$ cat src/rtl/mult_div_unit_if.sv
// Operand/result bundle between the EX-stage control and the multiply/divide unit.
interface mult_div_unit_if #(
  parameter int unsigned WIDTH = 32
);
  logic [WIDTH-1:0] input1;
  logic [WIDTH-1:0] input2;
  logic [2:0]       mdCtr;
  logic             start;
  logic             busy;
  logic             done;
  logic             divZero;
  logic [WIDTH-1:0] hi;
  logic [WIDTH-1:0] lo;

  modport master (
    output input1, input2, mdCtr, start,
    input  busy, done, divZero, hi, lo
  );

  modport slave (
    input  input1, input2, mdCtr, start,
    output busy, done, divZero, hi, lo
  );
endinterface

$ cat src/rtl/mult_div_unit.sv
// Iterative shift-add multiplier / restoring divider with HI/LO registers.
// Signed operands are converted to magnitudes on entry and the signs are
// reapplied in a single FIX cycle after WIDTH iterations.
module mult_div_unit #(
  parameter int unsigned WIDTH = 32
) (
  input  logic            clk,
  input  logic            resetn,
  mult_div_unit_if.slave  bus
);

  localparam int unsigned W1    = WIDTH + 1;
  localparam int unsigned W2    = 2 * WIDTH;
  localparam int unsigned CNT_W = $clog2(WIDTH + 1);

  localparam logic [2:0] OP_MTHI = 3'b100;
  localparam logic [2:0] OP_MTLO = 3'b101;

  typedef enum logic [1:0] {
    IDLE = 2'd0,
    RUN  = 2'd1,
    FIX  = 2'd2
  } state_t;

  state_t             state_q, state_d;
  logic [WIDTH-1:0]   acc_q, acc_d;    // product high half / partial remainder
  logic [WIDTH-1:0]   work_q, work_d;  // multiplier / dividend shifting into quotient
  logic [WIDTH-1:0]   opnd_q, opnd_d;  // multiplicand / divisor magnitude
  logic [CNT_W-1:0]   cnt_q, cnt_d;
  logic               is_div_q, is_div_d;
  logic               s1_q, s1_d;
  logic               s2_q, s2_d;
  logic [WIDTH-1:0]   hi_q, hi_d;
  logic [WIDTH-1:0]   lo_q, lo_d;
  logic               done_q, done_d;
  logic               divz_q, divz_d;

  logic               op_signed;
  logic               in_s1, in_s2;
  logic [WIDTH-1:0]   abs1, abs2;
  logic [W1-1:0]      mul_sum;
  logic [W1-1:0]      div_rem;
  logic [W1-1:0]      div_diff;
  logic [W2-1:0]      prod;
  logic [W2-1:0]      prod_neg;

  // Operand magnitudes and one-iteration datapath results.
  assign op_signed = ~bus.mdCtr[0];
  assign in_s1     = op_signed & bus.input1[WIDTH-1];
  assign in_s2     = op_signed & bus.input2[WIDTH-1];
  assign abs1      = in_s1 ? WIDTH'(-bus.input1) : bus.input1;
  assign abs2      = in_s2 ? WIDTH'(-bus.input2) : bus.input2;
  assign mul_sum   = W1'({1'b0, acc_q}) + (work_q[0] ? W1'({1'b0, opnd_q}) : W1'(0));
  assign div_rem   = {acc_q, work_q[WIDTH-1]};
  assign div_diff  = div_rem - W1'({1'b0, opnd_q});
  assign prod      = {acc_q, work_q};
  assign prod_neg  = W2'(0) - prod;

  // State register.
  always_ff @(posedge clk or negedge resetn) begin
    if (!resetn) state_q <= IDLE;
    else         state_q <= state_d;
  end

  // Next-state, iteration and result-writeback logic.
  always_comb begin
    state_d  = state_q;
    acc_d    = acc_q;
    work_d   = work_q;
    opnd_d   = opnd_q;
    cnt_d    = cnt_q;
    is_div_d = is_div_q;
    s1_d     = s1_q;
    s2_d     = s2_q;
    hi_d     = hi_q;
    lo_d     = lo_q;
    done_d   = 1'b0;
    divz_d   = 1'b0;

    case (state_q)
      IDLE: begin
        if (bus.start) begin
          if (bus.mdCtr[2] == 1'b0) begin
            if (bus.mdCtr[1] && (bus.input2 == '0)) begin
              done_d = 1'b1;
              divz_d = 1'b1;
            end else begin
              state_d  = RUN;
              is_div_d = bus.mdCtr[1];
              s1_d     = in_s1;
              s2_d     = in_s2;
              acc_d    = '0;
              cnt_d    = '0;
              work_d   = bus.mdCtr[1] ? abs1 : abs2;
              opnd_d   = bus.mdCtr[1] ? abs2 : abs1;
            end
          end else if (bus.mdCtr == OP_MTHI) begin
            hi_d = bus.input1;
          end else if (bus.mdCtr == OP_MTLO) begin
            lo_d = bus.input1;
          end
        end
      end
      RUN: begin
        cnt_d = cnt_q + CNT_W'(1);
        if (is_div_q) begin
          acc_d  = div_diff[WIDTH] ? div_rem[WIDTH-1:0] : div_diff[WIDTH-1:0];
          work_d = {work_q[WIDTH-2:0], ~div_diff[WIDTH]};
        end else begin
          acc_d  = mul_sum[WIDTH:1];
          work_d = {mul_sum[0], work_q[WIDTH-1:1]};
        end
        if (cnt_q == CNT_W'(WIDTH - 1)) state_d = FIX;
      end
      FIX: begin
        state_d = IDLE;
        done_d  = 1'b1;
        if (is_div_q) begin
          lo_d = (s1_q ^ s2_q) ? WIDTH'(-work_q) : work_q;
          hi_d = s1_q ? WIDTH'(-acc_q) : acc_q;
        end else begin
          {hi_d, lo_d} = (s1_q ^ s2_q) ? prod_neg : prod;
        end
      end
      default: state_d = IDLE;
    endcase
  end

  // Datapath and output registers.
  always_ff @(posedge clk or negedge resetn) begin
    if (!resetn) begin
      acc_q    <= '0;
      work_q   <= '0;
      opnd_q   <= '0;
      cnt_q    <= '0;
      is_div_q <= 1'b0;
      s1_q     <= 1'b0;
      s2_q     <= 1'b0;
      hi_q     <= '0;
      lo_q     <= '0;
      done_q   <= 1'b0;
      divz_q   <= 1'b0;
    end else begin
      acc_q    <= acc_d;
      work_q   <= work_d;
      opnd_q   <= opnd_d;
      cnt_q    <= cnt_d;
      is_div_q <= is_div_d;
      s1_q     <= s1_d;
      s2_q     <= s2_d;
      hi_q     <= hi_d;
      lo_q     <= lo_d;
      done_q   <= done_d;
      divz_q   <= divz_d;
    end
  end

  assign bus.busy    = (state_q != IDLE);
  assign bus.done    = done_q;
  assign bus.divZero = divz_q;
  assign bus.hi      = hi_q;
  assign bus.lo      = lo_q;

endmodule
$ cat src/flat_wrapper.sv
// flat-port wrapper written by rule: the top's interface ports become plain ports
module mult_div_unit_flat 
#(
  parameter int unsigned WIDTH = 32
)
  (clk, resetn, bus_input1, bus_input2, bus_mdCtr, bus_start, bus_busy, bus_done, bus_divZero, bus_hi, bus_lo);
  mult_div_unit_if #(.WIDTH(WIDTH)) bus_i ();
  input  logic clk;
  input  logic resetn;
  input wire logic [$bits(bus_i.input1)-1:0] bus_input1;
  input wire logic [$bits(bus_i.input2)-1:0] bus_input2;
  input wire logic [$bits(bus_i.mdCtr)-1:0] bus_mdCtr;
  input wire logic [$bits(bus_i.start)-1:0] bus_start;
  output wire logic [$bits(bus_i.busy)-1:0] bus_busy;
  output wire logic [$bits(bus_i.done)-1:0] bus_done;
  output wire logic [$bits(bus_i.divZero)-1:0] bus_divZero;
  output wire logic [$bits(bus_i.hi)-1:0] bus_hi;
  output wire logic [$bits(bus_i.lo)-1:0] bus_lo;
  assign bus_i.input1 = bus_input1;
  assign bus_i.input2 = bus_input2;
  assign bus_i.mdCtr = bus_mdCtr;
  assign bus_i.start = bus_start;
  assign bus_busy = bus_i.busy;
  assign bus_done = bus_i.done;
  assign bus_divZero = bus_i.divZero;
  assign bus_hi = bus_i.hi;
  assign bus_lo = bus_i.lo;
  mult_div_unit #(.WIDTH(WIDTH)) u_core (.clk(clk), .resetn(resetn), .bus(bus_i));
endmodule
$ cat config.mk
export PLATFORM = sky130hd
export DESIGN_NAME = mult_div_unit_flat
export DESIGN_NICKNAME = d
export VERILOG_FILES = /design/src/rtl/mult_div_unit_if.sv /design/src/rtl/mult_div_unit.sv /design/src/flat_wrapper.sv
export SDC_FILE = /design/constraint.sdc
export NUM_CORES = 1
export LEC_CHECK = 0
export ABC_AREA = 1
export CORE_UTILIZATION = 30
export CTS_CLUSTER_DIAMETER = 150
export DETAILED_ROUTE_END_ITERATION = 10
export PLACE_DENSITY_LB_ADDON = 0.25
export SYNTH_ARGS = -nofsm -noshare
export SYNTH_HDL_FRONTEND = slang
export SYNTH_SLANG_ARGS = --single-unit
export TNS_END_PERCENT = 30
$ cat constraint.sdc
create_clock -name clk -period 2.3 [get_ports clk]
set_input_delay 0.575 -clock clk [delete_from_list [all_inputs] [get_ports clk]]
set_output_delay 0.575 -clock clk [all_outputs]
set_load 0.1 [all_outputs]
# Yosys cells after proc, flatten, opt, wreduce, memory -nomap -nowiden
# Cells that the tools add are included.
[classes]
n_reduce_logical = 11
bitwise_logic = 7
div = 0
order_cmp = 0
shifts = 0
n_mux = 44
mul = 0
n_addsub = 8
eq_ne = 13
[ops]
columns = ["op", "count"]
rows = [
  ["two-way mux 32 bit", 25],
  ["one-hot mux 32 bit (2 select lines)", 4],
  ["negator 32 bit", 4],
  ["two-way mux 64 bit", 1],
  ["subtractor 1 x 64 -> 64 bit, first input constant", 1],
  ["adder 32 x 33 -> 33 bit", 1],
  ["subtractor 33 x 32 -> 33 bit", 1],
  ["zero test 32 bit", 1],
  ["two-way mux 6 bit", 3],
  ["AND reduction 4 bit", 4],
  ["one-hot mux 6 bit (2 select lines)", 1],
  ["!= test 2 bit, second input constant", 5],
  ["two-way mux 2 bit", 4],
  ["adder 6 x 1 -> 6 bit, second input constant", 1],
  ["== test 3 bit, second input constant", 2],
  ["== test 6 x 5 -> 1 bit, second input constant", 1],
  ["!= test 2 x 1 -> 1 bit, second input constant", 3],
  ["nonzero test 2 bit", 3],
  ["AND reduction 5 bit", 1],
  ["two-way mux 1 bit", 4],
  ["inverter 1 bit", 4],
  ["one-hot mux 2 bit (2 select lines)", 1],
  ["AND 1 bit", 2],
  ["== test 2 x 1 -> 1 bit, second input constant", 1],
  ["5 further kinds", 5],
]
[word_totals]
n_memories = 0
latchBits = 0
in_bits = 70
regBits = 173
wordCells = 95
rom_bits = 0
out_inout_bits = 67
mem_bits_rw = 0

# Logic depth before layout (Yosys ltp)
# Gate-level depths: netlist of the first run.
[depth]
ltp_word = 8
ltp_mapped = 22
mapped_depth_nobuf = 20

# Worst setup path after synthesis of the first run
# OpenSTA, ideal clock, no wires.
[synth_path]
kind = "flip-flop to flip-flop"
startpoint = "register u_core.work_q[0]"
endpoint = "register u_core.acc_q[21]"
n_path_buf = 2
path_stages_with_launch = 22
period_less_slack_ns = 2.513
arrival_time_ns = 2.397
path_slack_ns = -0.213
cell_sequence = "dfrtp_1 buf_2 clkbuf_1 nand2_1 inv_1 ha_1 inv_1 fa_1 inv_1 nand3_1 nand2_1 nand2_1 nand2_1 nand3_1 nand2_1 nand2_1 nand3_1 nand3_1 nand2_1 inv_1 nand2_1 nand2_1"
[synth_between]
elab_chain_cells = 4
[synth_rtl]
columns = ["item", "line_no", "text"]
rows = [
  ["from (decl)", "mult_div_unit.sv:27", "logic [WIDTH-1:0] work_q, work_d;"],
  ["from (signal assigned)", "mult_div_unit.sv:145", "work_q <= work_d;"],
  ["two-way mux 32 bit", "mult_div_unit.sv:53", "assign mul_sum = W1'({1'b0, acc_q}) + (work_q[0] ? W1'({1'b0, opnd_q}) : W1'(0));"],
  ["adder 32 x 33 -> 33 bit", "mult_div_unit.sv:53", ""],
  ["two-way mux 32 bit", "mult_div_unit.sv:106", "if (is_div_q) begin"],
  ["one-hot mux 32 bit (2 select lines)", "mult_div_unit.sv:80", "case (state_q)"],
  ["to (signal assigned)", "mult_div_unit.sv:132", "acc_q <= '0;"],
  ["to (signal assigned)", "mult_div_unit.sv:144", "acc_q <= acc_d;"],
  ["to (decl)", "mult_div_unit.sv:26", "logic [WIDTH-1:0] acc_q, acc_d;"],
]
# No other way between the ends.
# A chain may end at the register's enable or synchronous reset.

# Worst setup path in the final report of the first run
[layout_path]
startpoint = "register u_core.work_q[0]"
endpoint = "register u_core.acc_q[27]"
# Same word-level chain as after synthesis.

==> flow_summary.toml, run 1 <==
[clock_tree]
clkTransAtPathRegs_ns = 0.08
clk_latency_ns = 0.47
cts_tree = "done"
clock-sinks = 173
numCtsBuffers = 17
h-tree-depth = 4
cts_buffer_depth = 2
cts-root-buf = "clkbuf_16"

[power]
ir_drop_uv = 1090
share_comb_of_total_power = 0.796
power-per-cell-area_nw_per_um2 = 1570
switching_share = 0.567
p_clk_frac = 0.068
power_w = 0.0439
internal_power_w = 0.0190
p_leak_nw = 14.4
pwr-share-seq = 0.136
p_sw_w = 0.0249

[yosys]
ys_warn_count = 0
yosys.area.top_type_share = 0.234
synth-adder-area-share = 0.0489
netlist_top_cells_count = "1042 x nand2_1, 442 x inv_1, 406 x nor2_1"
synth.distinct_cells = 48
ys_ff_latch = 173
syn_nets = 3393
synthTopCellsByArea = "dfrtp_1 23%, nand2_1 21%, nand3_1 10%, inv_1 9.0%, nor2_1 8.2%"
synth_edf_count = 0
synth_top_family_by_area = "simple AND/OR/NAND/NOR gates"
yosys.area_share.simple = 0.445
ys.flop_type = "dfrtp_1"
seq_area_frac_synth = 0.234
yosys.area.top_type = "dfrtp_1"
synthArstFlopShare = 1.00
yosys-mux-area-fraction = 0
synth_compound_area_frac = 0.130
synthCells = 3252
syn-cell-area_sq_um = 18500
synth_xor_area_frac = 0.0256
syn_area_per_cell_sq_um = 5.69
synthMostInstantiatedCell = "nand2_1"

[setup_path]
cp.required_ns = 2.66
path_max_fanout = 16
timing.rr.start = "u_core.work_q[0]$_DFFE_PN0P_"
r2r_end = "u_core.acc_q[27]$_DFFE_PN0P_"
critPathLaunchType = "register"
worstSetupPathType = "reg2reg"
cp.arrival_ns = 2.82
r2r_slack_ns = -0.16
reg2reg_depth = 13
worstSetupEndpointType = "register"

[run]
maxCapViolCount = 0

[min_path]
worstHoldStart = "u_core.bus.lo[2]$_DFFE_PN0P_"
hp-class = "reg2reg"
hold_path_depth = 2
holdPathEnd = "u_core.bus.lo[2]$_DFFE_PN0P_"

[final_layout]
fillers = 6398
fin_nets = 4137
diodes = 0
drive_gt1_frac = 0.295
syn_to_final_growth_pct = 51.5

[place]
dpl.hpwl_mm = 75.3
gp_congestion = 1.04
numPortBuffers = 136
pre_cts_ws_ns = -0.654

[global_routing]
overflow = 0
grt_pass1_wl_mm = 136
grt.total_usage = 0.286
antenna_found_initial = 1
grt_max_degree = 76
grt_pass1_vias = 22800

[floorplan]
core_area_sq_um = 60600
std_cell_rows = 90
die_h_um = 250
dieWidth_um = 250
start_util = 0.305
io_pins = 137
die_area_sq_um = 62600

[outcome]
violations = "negative setup slack"
status = "finished, violations left"

[timing]
setup_slack_ns = -0.164
max_clock_freq_mhz = 406
worst_slew_pin_slew_ns = 0.611
maxSlewViolCount = 0
max_slew_margin = 0.593
post-route-min-period_ns = 2.46
clock_skew_ns = 0.0120
rsz0062_at_grt = "true"
setup_violations = 32
fin_crit_sh = 1.07
hold_viol_final = 0

[drt]
wl_per_cell_um = 19.1
totalWireLength_mm = 91.7
drt-vias-per-instance = 5.08
dr.first_iter.drc_count = 2466
drtPass1Iterations = 6
ant_nets = 0
vias = 24300
drc = 0
## power groups by stage
stage	Sequential (W)	Clock, W	Combinational [W]
floorplan	0.00956	0	0.0146
detailed placement	0.00586	0	0.0310
CTS	0.00591	0.00301	0.0331
finish	0.00598	0.00299	0.0349
global route	0.00610	0.00312	0.0377
global placement	0.00585	0	0.0309
## metrics by stage
| stage | area [sq um] | cells | utilization | hold WS, ns | setup TNS [ns] |
|---|---|---|---|---|---|
| after global routing | 28000 | 4791 | 0.462 | 0.515 | -6.52 |
| after CTS | 27100 | 4772 | 0.448 | 0.496 | -1.70 |
| after floorplan | 18500 | 3252 | - | 0.279 | 0 |
| final | 28000 | 4791 | 0.462 | 0.489 | -2.21 |
| after global placement | 25400 | 4728 | 0.419 | 0.474 | -43.14 |
| after detailed placement | 25400 | 4728 | 0.419 | 0.476 | -49.52 |
## critical path: stages (launching register included)
cell      delay (ns)
dfrtp_2         0.45
buf_12          0.17
nand2_1         0.19
inv_1           0.14
ha_4            0.31
nand2_1         0.10
nor2_1          0.20
buf_4           0.15
nand2_1         0.06
nand3b_1        0.22
nand3_1         0.12
nand3_1         0.10
nand3_1         0.10
nand2_1         0.06
## state kept, by name, indices dropped and copies added, names as in the netlist
signal / count
u_core.acc_q: 32
u_core.bus.divZero: 1
u_core.bus.done: 1
u_core.bus.hi: 32
u_core.bus.lo: 32
u_core.cnt_q: 6
u_core.is_div_q: 1
u_core.opnd_q: 32
u_core.s1_q: 1
u_core.s2_q: 1
u_core.state_q: 2
u_core.work_q: 32
## worst max-delay path by stage
stage,from,endpoint,slack [ns],depth (start not counted)
final,u_core.work_q[0]$_DFFE_PN0P_,u_core.acc_q[27]$_DFFE_PN0P_,-0.16,13
after floorplan,u_core.work_q[31]$_DFFE_PN0P_,u_core.acc_q[20]$_DFFE_PN0P_,0.005,18
after global routing,u_core.work_q[0]$_DFFE_PN0P_,u_core.acc_q[7]$_DFFE_PN0P_,-0.26,17
after CTS,u_core.work_q[0]$_DFFE_PN0P_,u_core.bus.hi[24]$_DFFE_PN0P_,-0.14,15
after global placement,bus_input2[0],u_core.bus.done$_DFF_PN0_,-0.62,13
after detailed placement,bus_input2[0],u_core.bus.done$_DFF_PN0_,-0.65,13
## per-layer routing
metal,GRT usage,up-vias,part of all wire
li1,-,11900,-
met1,0.376,11400,0.43
met4,0.0936,2,0.040
met3,0.0368,183,0.062
met2,0.483,888,0.47
met5,0,-,0.00014
## cell families (layout without fill, tap and decap cells)
kind of cell,after synthesis,in the layout
simple gates,1963,1964
buf+inv,554,1310
compound gates,437,437
flops,173,173
fa+ha+maj,71,71
xor+xnor,54,54
## repair_timing
item	CTS	global route
resized for setup	240	203
gates cloned	3	2
hold buffers	1	0
buffers inserted	8	18
pin swaps	25	53
setup endpoints to repair	40	145
hold endpoints to repair	14	0
## cell usage in the layout (no fill, tap or decap), drive strengths merged, types with 22 or more instances in the layout
cell	n
a21oi	169
a31oi	28
buf	757
clkbuf	22
clkdlybuf4s50	64
dfrtp	173
ha	69
inv	456
nand2	1049
nand3	388
nand4	46
nor2	414
nor3	28
o21ai	176
xor2	48
## layout make-up
| cell class | count | area, sq um | area share |
|---|---|---|---|
| multi-input combinational | 2526 | 13700 | 0.488 |
| clock buffer | 20 | 447 | 0.0159 |
| sequential | 173 | 4350 | 0.155 |
| tap | 782 | 978 | 0.0349 |
| clock inverter | 12 | 126 | 0.00451 |
| timing repair buffer | 828 | 6730 | 0.240 |
| inverter | 450 | 1700 | 0.0607 |
(Power assumes the default switching activity.)
==> run 2, diff against run 1 <==
CAP_MARGIN = 25   (was not set)
SKIP_CTS_REPAIR_TIMING = 1   (was not set)
==> run 2 against run 1 <==
The run still ends with negative setup slack left. Design area increased by 2.5%. First-iteration DRC count increased by 5.1%. Core utilization increased by 1.2 points. Sequential share of layout area decreased by 0.38 points. Highest routed layer unchanged. Register-to-register slack got worse by 0.07 ns. Setup slack got worse by 0.072 ns. Largest power group unchanged.
==> flow_summary.toml, run 2 (synthesis results as in run 1) <==
[setup_path]
cp.required_ns = 2.66
path_max_fanout = 5
cp.arrival_ns = 2.89
timing.rr.start = "u_core.opnd_q[10]$_DFFE_PN0P_"
worstSetupPathType = "reg2reg"
critPathLaunchType = "register"
crit_start = "u_core.opnd_q[10]$_DFFE_PN0P_"
slowest_stage = "dfrtp_1"
r2r_end = "u_core.acc_q[10]$_DFFE_PN0P_"
r2r_slack_ns = -0.24
cp-endpoint = "u_core.acc_q[10]$_DFFE_PN0P_"
crit_chain = "inv_1 -> ha_4 -> nand2_2 -> nor2_1 -> and2_1 -> nand2_2 -> nand2_2 -> nand2_4 -> nand2_4 -> nand2_8 -> nand2_8 -> buf_4 -> nand3_1 -> nand3b_1 -> nand2_1"
reg2reg_depth = 15
cpMostUsedCell = "nand2_2"
worstSetupEndpointType = "register"
max_stage_delay_ns = 0.46

[timing]
rsz0062_at_grt = "true"
post-route-min-period_ns = 2.54
setup_violations = 34
hold_viol_final = 0
clock_skew_ns = 0.0113
maxSlewViolCount = 0
setup_slack_ns = -0.236
max_slew_margin = 0.576
fin_crit_sh = 1.10
timing.setup.tns_ns = -3.54
max_clock_freq_mhz = 394
worst_slew_pin_slew_ns = 0.636

[floorplan]
io_pins = 137
std_cell_rows = 90
die_h_um = 250
core_area_sq_um = 60600
start_util = 0.305
dieWidth_um = 250
die_area_sq_um = 62600

[clock_tree]
clock-sinks = 173
clkTransAtPathRegs_ns = 0.08
cts-root-buf = "clkbuf_16"
h-tree-depth = 4
cts_buffer_depth = 2
cts_tree = "done"
numCtsBuffers = 17
clk_latency_ns = 0.47

[drt]
wl_per_cell_um = 19.4
drt-vias-per-instance = 5.11
dr.first_iter.drc_count = 2591
ant_nets = 0
drc = 0
vias = 24500
totalWireLength_mm = 93.1
drtPass1Iterations = 6

[run]
maxCapViolCount = 0

[power]
power-per-cell-area_nw_per_um2 = 1590
internal_power_w = 0.0199
switching_share = 0.566
share_comb_of_total_power = 0.803
ir_drop_uv = 1090
p_sw_w = 0.0259
p_leak_nw = 14.6
pwr-share-seq = 0.132
p_clk_frac = 0.065

[place]
dpl.hpwl_mm = 75.3
numPortBuffers = 136
gp_congestion = 1.04

[outcome]
status = "finished, violations left"
violations = "negative setup slack"

[final_layout]
final_util = 0.474
layout_common_cells = "923 x nand2_1, 713 x buf_4, 387 x inv_1, 340 x nor2_1, 323 x nand3_1"
diodes = 0
drive_gt1_frac = 0.321
layout_commonest_cell = "nand2_1"
regArea_sq_um = 4350
fillers = 6326
syn_to_final_growth_pct = 55.3
multiInputGateArea_sq_um = 14300
fin_nets = 4137

[global_routing]
grt.total_usage = 0.282
overflow = 0
antenna_found_initial = 1
grt_pass1_vias = 22500
grt_pass1_wl_mm = 134
grt_max_degree = 76

[min_path]
hp-class = "reg2reg"
-- run 2: cell count changes in the layout (fill, tap and decap cells not counted), sizes merged --
cell | before | now
buf | 757 | 753
clkdlybuf4s50 | 64 | 62
clkbuf | 22 | 26
dlymetal6s2s | 4 | 6
-- run 2: worst max-delay path: cells and delay by family, from the launching register on --
family,cells,cell delay [ns]
adders and majority gates,1,0.29
buffers and inverters,2,0.26
DFF,1,0.46
and+or+nand+nor,12,1.41
-- run 2: final cells by class --
class,instances,area share
clock buffers,20,0.0156
repair buffers,828,0.238
flip-flops and latches,173,0.152
inverters,450,0.0594
well taps,782,0.0341
clock inverters,12,0.00440
multi-input cells,2526,0.498
-- run 2: power groups by stage --
| stage | registers (W) | clock network [W] | logic [W] |
|---|---|---|---|
| 6_report | 0.00603 | 0.00299 | 0.0367 |
| 5_1_grt | 0.00614 | 0.00313 | 0.0394 |
| 4_1_cts | 0.00581 | 0.00301 | 0.0312 |
| 3_5_place_dp | 0.00586 | 0 | 0.0310 |
| 3_3_place_gp | 0.00585 | 0 | 0.0309 |
| 2_1_floorplan | 0.00956 | 0 | 0.0146 |
-- run 2: how the worst min path moves through the flow --
stage | start | to | depth (start not counted)
CTS | resetn | u_core.bus.lo[3]$_DFFE_PN0P_ | 1
finish | u_core.bus.lo[2]$_DFFE_PN0P_ | u_core.bus.lo[2]$_DFFE_PN0P_ | 2
global route | u_core.bus.lo[0]$_DFFE_PN0P_ | u_core.bus.lo[0]$_DFFE_PN0P_ | 2
floorplan | resetn | u_core.acc_q[0]$_DFFE_PN0P_ | 0
global placement | u_core.bus.lo[28]$_DFFE_PN0P_ | u_core.bus.lo[28]$_DFFE_PN0P_ | 2
detailed placement | u_core.bus.lo[2]$_DFFE_PN0P_ | u_core.bus.lo[2]$_DFFE_PN0P_ | 2
-- run 2: per-stage QoR --
stage          hold slack, ns  instance area (sq um)  setup WS (ns)  cells  total power, W
6_report                0.488                  28700         -0.236   4791          0.0457
5_1_grt                 0.515                  28700         -0.348   4791          0.0487
4_1_cts               -0.0112                  26000         -0.361   4760          0.0400
3_5_place_dp            0.476                  25400         -0.654   4728          0.0369
3_3_place_gp            0.474                  25400         -0.616   4728          0.0368
2_1_floorplan           0.279                  18500        0.00488   3252          0.0242
-- run 2: routing by layer --
layer / share of wire / vias to the layer above / track usage / wire (um)
li1: - / 11900 / - / -
met1: 0.43 / 11500 / 0.373 / 39800
met2: 0.47 / 884 / 0.476 / 43700
met3: 0.062 / 188 / 0.0340 / 5800
met4: 0.039 / 2 / 0.0854 / 3670
met5: 0.00014 / - / 0 / 13
